<file path="src/rtl/maze_pkg.sv">
// rtl/maze_pkg.sv - shared constants, state encoding and helpers for the maze game controller
// Contents:
//   GRID_DEF / COORD_W / POS_W : default grid pitch, tile coordinate width, position output width
//   ST_*                       : game-flow state encoding
//   dir_t                      : one bit per direction (pending moves, button edges)
//   cfg_valid()                : maze size / start / finish sanity check
package maze_pkg;

    localparam int GRID_DEF = 16;
    localparam int COORD_W  = 5;
    localparam int POS_W    = 7;

    localparam logic [1:0] ST_IDLE = 2'd0;
    localparam logic [1:0] ST_LOAD = 2'd1;
    localparam logic [1:0] ST_PLAY = 2'd2;
    localparam logic [1:0] ST_WIN  = 2'd3;

    typedef struct packed {
        logic up;
        logic down;
        logic left;
        logic right;
    } dir_t;

    // A maze is playable when both dimensions are 1..grid and both the
    // start and finish tiles fall inside it. sx < w already implies w != 0,
    // but the explicit checks keep the intent readable.
    function automatic logic cfg_valid(
        input logic [COORD_W-1:0] w,
        input logic [COORD_W-1:0] h,
        input logic [COORD_W-1:0] sx,
        input logic [COORD_W-1:0] sy,
        input logic [COORD_W-1:0] fx,
        input logic [COORD_W-1:0] fy,
        input logic [COORD_W-1:0] grid
    );
        return (w != '0) && (w <= grid) &&
               (h != '0) && (h <= grid) &&
               (sx < w) && (sy < h) &&
               (fx < w) && (fy < h);
    endfunction

endpackage

</file>
<file path="src/rtl/btn_edge.sv">
// rtl/btn_edge.sv - registered rising-edge detector for a debounced level input
// Ports:
//   clk, reset : system clock, synchronous active-high reset
//   btn        : debounced level input
//   rise       : one-cycle pulse, the cycle after btn is first seen high
module btn_edge (
    input  logic clk,
    input  logic reset,
    input  logic btn,
    output logic rise
);

    logic prev_q, prev_d;
    logic rise_q, rise_d;

    always_comb begin
        prev_d = btn;
        rise_d = btn & ~prev_q;
    end

    always_ff @(posedge clk) begin
        if (reset) begin
            prev_q <= 1'b0;
            rise_q <= 1'b0;
        end else begin
            prev_q <= prev_d;
            rise_q <= rise_d;
        end
    end

    assign rise = rise_q;

endmodule

</file>
<file path="src/rtl/maze_game_ctrl.sv">
// rtl/maze_game_ctrl.sv - game-flow FSM, character movement and win hold for the maze renderer
// Ports:
//   clk, reset                       : system clock, synchronous active-high reset
//   frame_tick                       : one pulse per video frame
//   btn_start/up/down/left/right     : debounced buttons
//   path_data                        : GRIDxGRID open-tile bitmap, index x + GRID*y
//   maze_width/height, start_*, finish_* : maze configuration in tiles
//   start_screen/maze_screen/enable  : renderer control
//   char_x/char_y                    : character tile position
//   move_count                       : accepted moves this game, saturating
//   win                              : one-cycle pulse on reaching the finish tile
module maze_game_ctrl
    import maze_pkg::*;
#(
    parameter int GRID       = GRID_DEF,
    parameter int WIN_FRAMES = 120
) (
    input  logic                 clk,
    input  logic                 reset,
    input  logic                 frame_tick,
    input  logic                 btn_start,
    input  logic                 btn_up,
    input  logic                 btn_down,
    input  logic                 btn_left,
    input  logic                 btn_right,
    input  logic [GRID*GRID-1:0] path_data,
    input  logic [COORD_W-1:0]   maze_width,
    input  logic [COORD_W-1:0]   maze_height,
    input  logic [COORD_W-1:0]   start_x,
    input  logic [COORD_W-1:0]   start_y,
    input  logic [COORD_W-1:0]   finish_x,
    input  logic [COORD_W-1:0]   finish_y,
    output logic                 start_screen,
    output logic                 maze_screen,
    output logic                 enable,
    output logic [POS_W-1:0]     char_x,
    output logic [POS_W-1:0]     char_y,
    output logic [15:0]          move_count,
    output logic                 win
);

    localparam int IDX_W = $clog2(GRID*GRID);
    localparam int CNT_W = $clog2(WIN_FRAMES + 1);
    localparam logic [COORD_W-1:0] GRID_C   = COORD_W'(GRID);
    localparam logic [CNT_W-1:0]   LAST_CNT = CNT_W'(WIN_FRAMES - 1);

    // ------------------------------------------------------------------
    // Button edge detection
    // ------------------------------------------------------------------
    logic start_rise;
    dir_t dir_rise;

    btn_edge u_edge_start (.clk(clk), .reset(reset), .btn(btn_start), .rise(start_rise));
    btn_edge u_edge_up    (.clk(clk), .reset(reset), .btn(btn_up),    .rise(dir_rise.up));
    btn_edge u_edge_down  (.clk(clk), .reset(reset), .btn(btn_down),  .rise(dir_rise.down));
    btn_edge u_edge_left  (.clk(clk), .reset(reset), .btn(btn_left),  .rise(dir_rise.left));
    btn_edge u_edge_right (.clk(clk), .reset(reset), .btn(btn_right), .rise(dir_rise.right));

    // ------------------------------------------------------------------
    // State
    // ------------------------------------------------------------------
    logic [1:0]         state_q, state_d;
    logic [COORD_W-1:0] x_q, x_d;
    logic [COORD_W-1:0] y_q, y_d;
    logic [15:0]        cnt_q, cnt_d;
    dir_t               pend_q, pend_d;
    logic [CNT_W-1:0]   fcnt_q, fcnt_d;
    logic               win_q, win_d;
    logic               start_screen_q, start_screen_d;
    logic               maze_screen_q, maze_screen_d;
    logic               enable_q, enable_d;

    // ------------------------------------------------------------------
    // Move legality: the single highest-priority pending direction is
    // the only one attempted; the rest are dropped on the same tick.
    // ------------------------------------------------------------------
    logic [COORD_W-1:0] tgt_x, tgt_y;
    logic               try_move;
    logic               in_bounds;
    logic [IDX_W-1:0]   tgt_idx;
    logic               tgt_open;
    logic               tgt_special;
    logic               tgt_finish;
    logic               accept;

    always_comb begin
        tgt_x     = x_q;
        tgt_y     = y_q;
        try_move  = 1'b1;
        in_bounds = 1'b0;
        if (pend_q.up) begin
            tgt_y     = y_q - 1'b1;
            in_bounds = (y_q != '0) && (tgt_y < maze_height) && (x_q < maze_width);
        end else if (pend_q.down) begin
            tgt_y     = y_q + 1'b1;
            in_bounds = (y_q != '1) && (tgt_y < maze_height) && (x_q < maze_width);
        end else if (pend_q.left) begin
            tgt_x     = x_q - 1'b1;
            in_bounds = (x_q != '0) && (tgt_x < maze_width) && (y_q < maze_height);
        end else if (pend_q.right) begin
            tgt_x     = x_q + 1'b1;
            in_bounds = (x_q != '1) && (tgt_x < maze_width) && (y_q < maze_height);
        end else begin
            try_move  = 1'b0;
        end

        // Index is only meaningful when in_bounds holds; accept gates it.
        tgt_idx     = IDX_W'(tgt_x) + IDX_W'(GRID) * IDX_W'(tgt_y);
        tgt_open    = path_data[tgt_idx];
        tgt_finish  = (tgt_x == finish_x) && (tgt_y == finish_y);
        tgt_special = tgt_finish || ((tgt_x == start_x) && (tgt_y == start_y));
        accept      = try_move && in_bounds && (tgt_open || tgt_special);
    end

    // ------------------------------------------------------------------
    // Game-flow FSM and counters
    // ------------------------------------------------------------------
    always_comb begin
        state_d = state_q;
        x_d     = x_q;
        y_d     = y_q;
        cnt_d   = cnt_q;
        pend_d  = '0;
        fcnt_d  = fcnt_q;
        win_d   = 1'b0;

        case (state_q)
            ST_IDLE: begin
                if (start_rise && cfg_valid(maze_width, maze_height, start_x, start_y,
                                            finish_x, finish_y, GRID_C)) begin
                    state_d = ST_LOAD;
                end
            end

            ST_LOAD: begin
                x_d     = start_x;
                y_d     = start_y;
                cnt_d   = '0;
                state_d = ST_PLAY;
            end

            ST_PLAY: begin
                if (start_rise) begin
                    state_d = ST_LOAD;
                end else begin
                    // An edge landing on the tick cycle survives into the next frame.
                    pend_d = (frame_tick ? dir_t'('0) : pend_q) | dir_rise;
                    if (frame_tick && accept) begin
                        x_d = tgt_x;
                        y_d = tgt_y;
                        if (cnt_q != 16'hFFFF) begin
                            cnt_d = cnt_q + 16'd1;
                        end
                        if (tgt_finish) begin
                            win_d   = 1'b1;
                            fcnt_d  = '0;
                            state_d = ST_WIN;
                        end
                    end
                end
            end

            default: begin // ST_WIN
                if (frame_tick) begin
                    if (fcnt_q == LAST_CNT) begin
                        fcnt_d  = '0;
                        state_d = ST_IDLE;
                    end else begin
                        fcnt_d  = fcnt_q + 1'b1;
                    end
                end
            end
        endcase

        // Screen controls are registered from the next state so they line
        // up with state_q on every cycle.
        start_screen_d = (state_d == ST_IDLE);
        maze_screen_d  = (state_d != ST_IDLE);
        enable_d       = (state_d == ST_PLAY) || (state_d == ST_WIN);
    end

    always_ff @(posedge clk) begin
        if (reset) begin
            state_q        <= ST_IDLE;
            x_q            <= '0;
            y_q            <= '0;
            cnt_q          <= '0;
            pend_q         <= '0;
            fcnt_q         <= '0;
            win_q          <= 1'b0;
            start_screen_q <= 1'b1;
            maze_screen_q  <= 1'b0;
            enable_q       <= 1'b0;
        end else begin
            state_q        <= state_d;
            x_q            <= x_d;
            y_q            <= y_d;
            cnt_q          <= cnt_d;
            pend_q         <= pend_d;
            fcnt_q         <= fcnt_d;
            win_q          <= win_d;
            start_screen_q <= start_screen_d;
            maze_screen_q  <= maze_screen_d;
            enable_q       <= enable_d;
        end
    end

    assign start_screen = start_screen_q;
    assign maze_screen  = maze_screen_q;
    assign enable       = enable_q;
    assign char_x       = {{(POS_W-COORD_W){1'b0}}, x_q};
    assign char_y       = {{(POS_W-COORD_W){1'b0}}, y_q};
    assign move_count   = cnt_q;
    assign win          = win_q;

endmodule

</file>
<file path="config.mk">
export PLATFORM = sky130hd
export DESIGN_NAME = maze_game_ctrl
export DESIGN_NICKNAME = d
export VERILOG_FILES = /design/src/rtl/maze_pkg.sv /design/src/rtl/btn_edge.sv /design/src/rtl/maze_game_ctrl.sv
export SDC_FILE = /design/constraint.sdc
export NUM_CORES = 1
export LEC_CHECK = 0
export BUFFER_PORTS_ARGS = -buffer_cell sky130_fd_sc_hd__buf_2
export CORE_UTILIZATION = 44
export CTS_CLUSTER_SIZE = 16
export DETAILED_ROUTE_END_ITERATION = 6
export GPL_TIMING_DRIVEN = 0
export PLACE_DENSITY = 0.85
export RECOVER_POWER = 50
export SLEW_MARGIN = 20
export SYNTH_ARGS = -nofsm -noshare
export SYNTH_HDL_FRONTEND = slang
export SYNTH_SLANG_ARGS = --single-unit
</file>
<file path="constraint.sdc">
create_clock -name clk -period 4.2 [get_ports clk]
set_clock_uncertainty 0.1 [all_clocks]
set_input_delay 0 -clock clk [delete_from_list [all_inputs] [get_ports clk]]
set_output_delay 0 -clock clk [all_outputs]
set_load 0.005 [all_outputs]
</file>
==> flow_summary.yaml <==
status:
  status: "complete, no violations"
detailed_routing:
  antenna_left: 0
  routedWlPerCell_microns: 21.20
  drtIter0Drc: 1060
  via_per_inst: 6.073
  via_count: 8283
  routed_wl_microns: 28910
  drc: 0
  first_pass_iters: 6
finish:
  nNetsFinal: 1494
  drive_gt1_frac: 0.4222
  syn2layout_area_growth_pct: 39.59
  fin_util: 0.6326
  final_cells: 1364
yosys:
  ys_types: 84
  synth_edf_count: 0
  synth_area_leaders: "dfxtp_1 (15%), mux4_2 (13%), ha_1 (9.0%), mux2i_1 (5.1%), nand2_1 (3.9%)"
  synth-seq-area-share: 0.1535
  synthCells: 782
  synthArstFlopShare: 0
  netlist_area_sq_um: 6914
  yosys.area_share.simple: 0.2219
  syn_area_per_cell_sq_um: 8.842
  synth_mux_area_frac: 0.1972
  yosys_warnings: 0
  synth_most_common_cell: "nand2_1"
  synth_xor_area_frac: 0.06478
  synth_top_family_by_area: "simple AND/OR/NAND/NOR gates"
  yosysTopAreaCellShare: 0.1535
  synth.largest_area_cell: "dfxtp_1"
  ys.flop_type: "dfxtp_1"
  synth_seq_cells: 53
  synth_fa_ha_area_frac: 0.09048
  synth_compound_area_frac: 0.2152
  synth_common_cells: "nand2_1 (72), dfxtp_1 (53), ha_1 (50)"
sta:
  hold_viol_final: 0
  max_freq_mhz: 242.1
  worst_slew_pin_slew_ns: 0.7094
  worst_slack_ns: 0.06958
  period_needed_ns: 4.130
  holdWs_ns: 0.01764
  final-setup-viol-count: 0
  slew_headroom: 0.5237
  post-route-period-util: 0.9834
  drv_slew: 0
clock_network:
  cts_tree: "built"
  clk_latency_ns: 0.30
  cts.sinks: 53
  clockRootBuffer: "clkbuf_16"
  htree_levels: 2
  cts_buffers: 5
  cts_buffer_depth: 2
  path_clk_slew_ns: 0.08
placed_design:
  dp_cells: 1319
  io_buffers: 323
  place_worst_setup_slack_ns: -0.9438
  place_congestion: 0.9353
  hpwlAfterDp_microns: 23020
setup_path:
  arrival_ns: 4.26
  worstPathMaxFanout: 10
  crit_top_cell: "ha_4"
  critical-path-max-stage-delay_ns: 0.52
  worstPathRequired_ns: 4.33
  end_kind: "register"
  critPathSlowestCell: "or4_1"
  crit_path_cell_trace: "buf_6, inv_4, ha_4, nor3b_4, buf_4, o21ai_2, a21oi_4, ha_4, ha_1, xnor2_2, nor2b_4, o211ai_1, o41a_1, a41oi_4, buf_12, a31oi_4, or4_1, a21oi_2"
  path_class: "register to register"
  cp-start-kind: "register"
power:
  peakVddDrop_v: 0.0001763
  internal_power_w: 0.0009472
  power_frac_seq: 0.381
  p_leak_nw: 4.179
  power.density_nw_per_um2: 138.3
  power_frac_comb: 0.287
  sw_frac_of_total: 0.2902
  p_clk_frac: 0.331
  p_sw_w: 0.0003873
die:
  dieWidth_microns: 127.4
  die-area_sq_um: 16220
  die_h_microns: 127.4
  ios: 328
  rows: 45
  core_sq_um: 15260
  start_util: 0.4531
flow_run:
  maxCapViolCount: 0
global_route:
  grt_util_all_layers: 0.3382
  overflow: 0
  grt_max_degree: 20
  grt_pass1_vias: 7754
  antenna_found_initial: 5
  grt_pass1_wl_microns: 42010
hold_path:
  worst_hold_path_type: "primary input to register"
timing repair:
action | in CTS | in global routing
cloned | 0 | 0
pin swaps | 11 | 11
setup endpoints to repair | 26 | 26
resized for setup | 49 | 41
setup buffers | 14 | 9
hold buffers | 13 | 0
endpoints found under the hold margin | 15 | 0
through the flow:
step                      power (W)  setup TNS [ns]  area [sq um]
after floorplan           0.0006803               0          6929
after CTS                  0.001329               0          9409
after detailed placement  0.0008783          -21.23          8810
final                      0.001335               0          9652
after global placement    0.0008696          -19.42          8810
after global routing       0.001385        -0.08886          9649
final timing paths:
check                           slack (ns)                start                 to  cells after the start
worst max-delay path                  0.07               x_q[0]     move_count[10]                     18
worst min-delay path                  0.02           start_y[2]             y_q[2]                      5
worst max register to register        0.07               x_q[0]     move_count[10]                     18
worst min register to register        0.29  u_edge_start.prev_q  u_edge_start.rise                      1
worst max-delay path, delay by kind of cell, from the launching register on:
family | cells | cell delay [ns]
compound gates | 7 | 1.29
xor+xnor | 1 | 0.30
fa+ha+maj | 3 | 0.54
buf+inv | 4 | 0.52
flops | 1 | 0.39
simple gates | 3 | 0.90
cells in the final DEF, fill, tap and decap left out, drive strengths merged, types with 11 or more instances in the layout:
master	n
dlygate4sd3	13
o31ai	13
clkbuf	40
nand3	29
a21oi	47
o21ai	31
and3	17
buf	360
a211oi	22
inv	24
mux4	44
nand4	12
nand2b	24
nor2b	20
xor2	14
nor2	44
or4	11
a22oi	11
ha	50
a21o	12
nand2	74
xnor2	20
dfxtp	53
mux2i	35
flip-flops by register name, summed over array words and instances (netlist names), 2 cells and up:
| name | cells |
|---|---|
| x_q | 5 |
| move_count | 16 |
| pend_q | 4 |
| fcnt_q | 7 |
| y_q | 5 |
| state_q | 2 |
cell families after synthesis:
group                    Yosys count
multiplexers                      80
buffers and inverters             74
AND/OR/NAND/NOR                  281
adder cells (fa/ha/maj)           50
other                              1
XOR/XNOR                          40
AO/OA/AOI/OAI                    203
flip-flops                        53
power groups by stage:
stage          combinational [W]  clock, W  sequential, W
2_1_floorplan           0.000159         0       0.000522
3_3_place_gp            0.000347         0       0.000522
3_5_place_dp            0.000356         0       0.000523
4_1_cts                 0.000371  0.000447       0.000510
5_1_grt                 0.000412  0.000463       0.000510
6_report                0.000383  0.000442       0.000509
per-layer routing:
metal	track usage	wire length, microns	vias to the layer above
met4	0.09244	867	4
met2	0.5673	13420	599
met1	0.4367	11170	3842
met5	0	29	-
li1	-	-	3755
met3	0.07496	3421	83
area by class of cell:
| cell class | instances | area [sq um] |
|---|---|---|
| antenna | 2 | 5.005 |
| fill | 1299 | 5607 |
| timing repair buffer | 359 | 1904 |
| sequential | 53 | 1075 |
| inverter | 24 | 95.09 |
| buffer | 49 | 357.8 |
| tap | 211 | 264.0 |
| clock buffer | 5 | 125.1 |
| clock inverter | 3 | 33.78 |
| multi-input combinational | 658 | 5792 |
No activity file was read; power rests on OpenSTA's default activity.
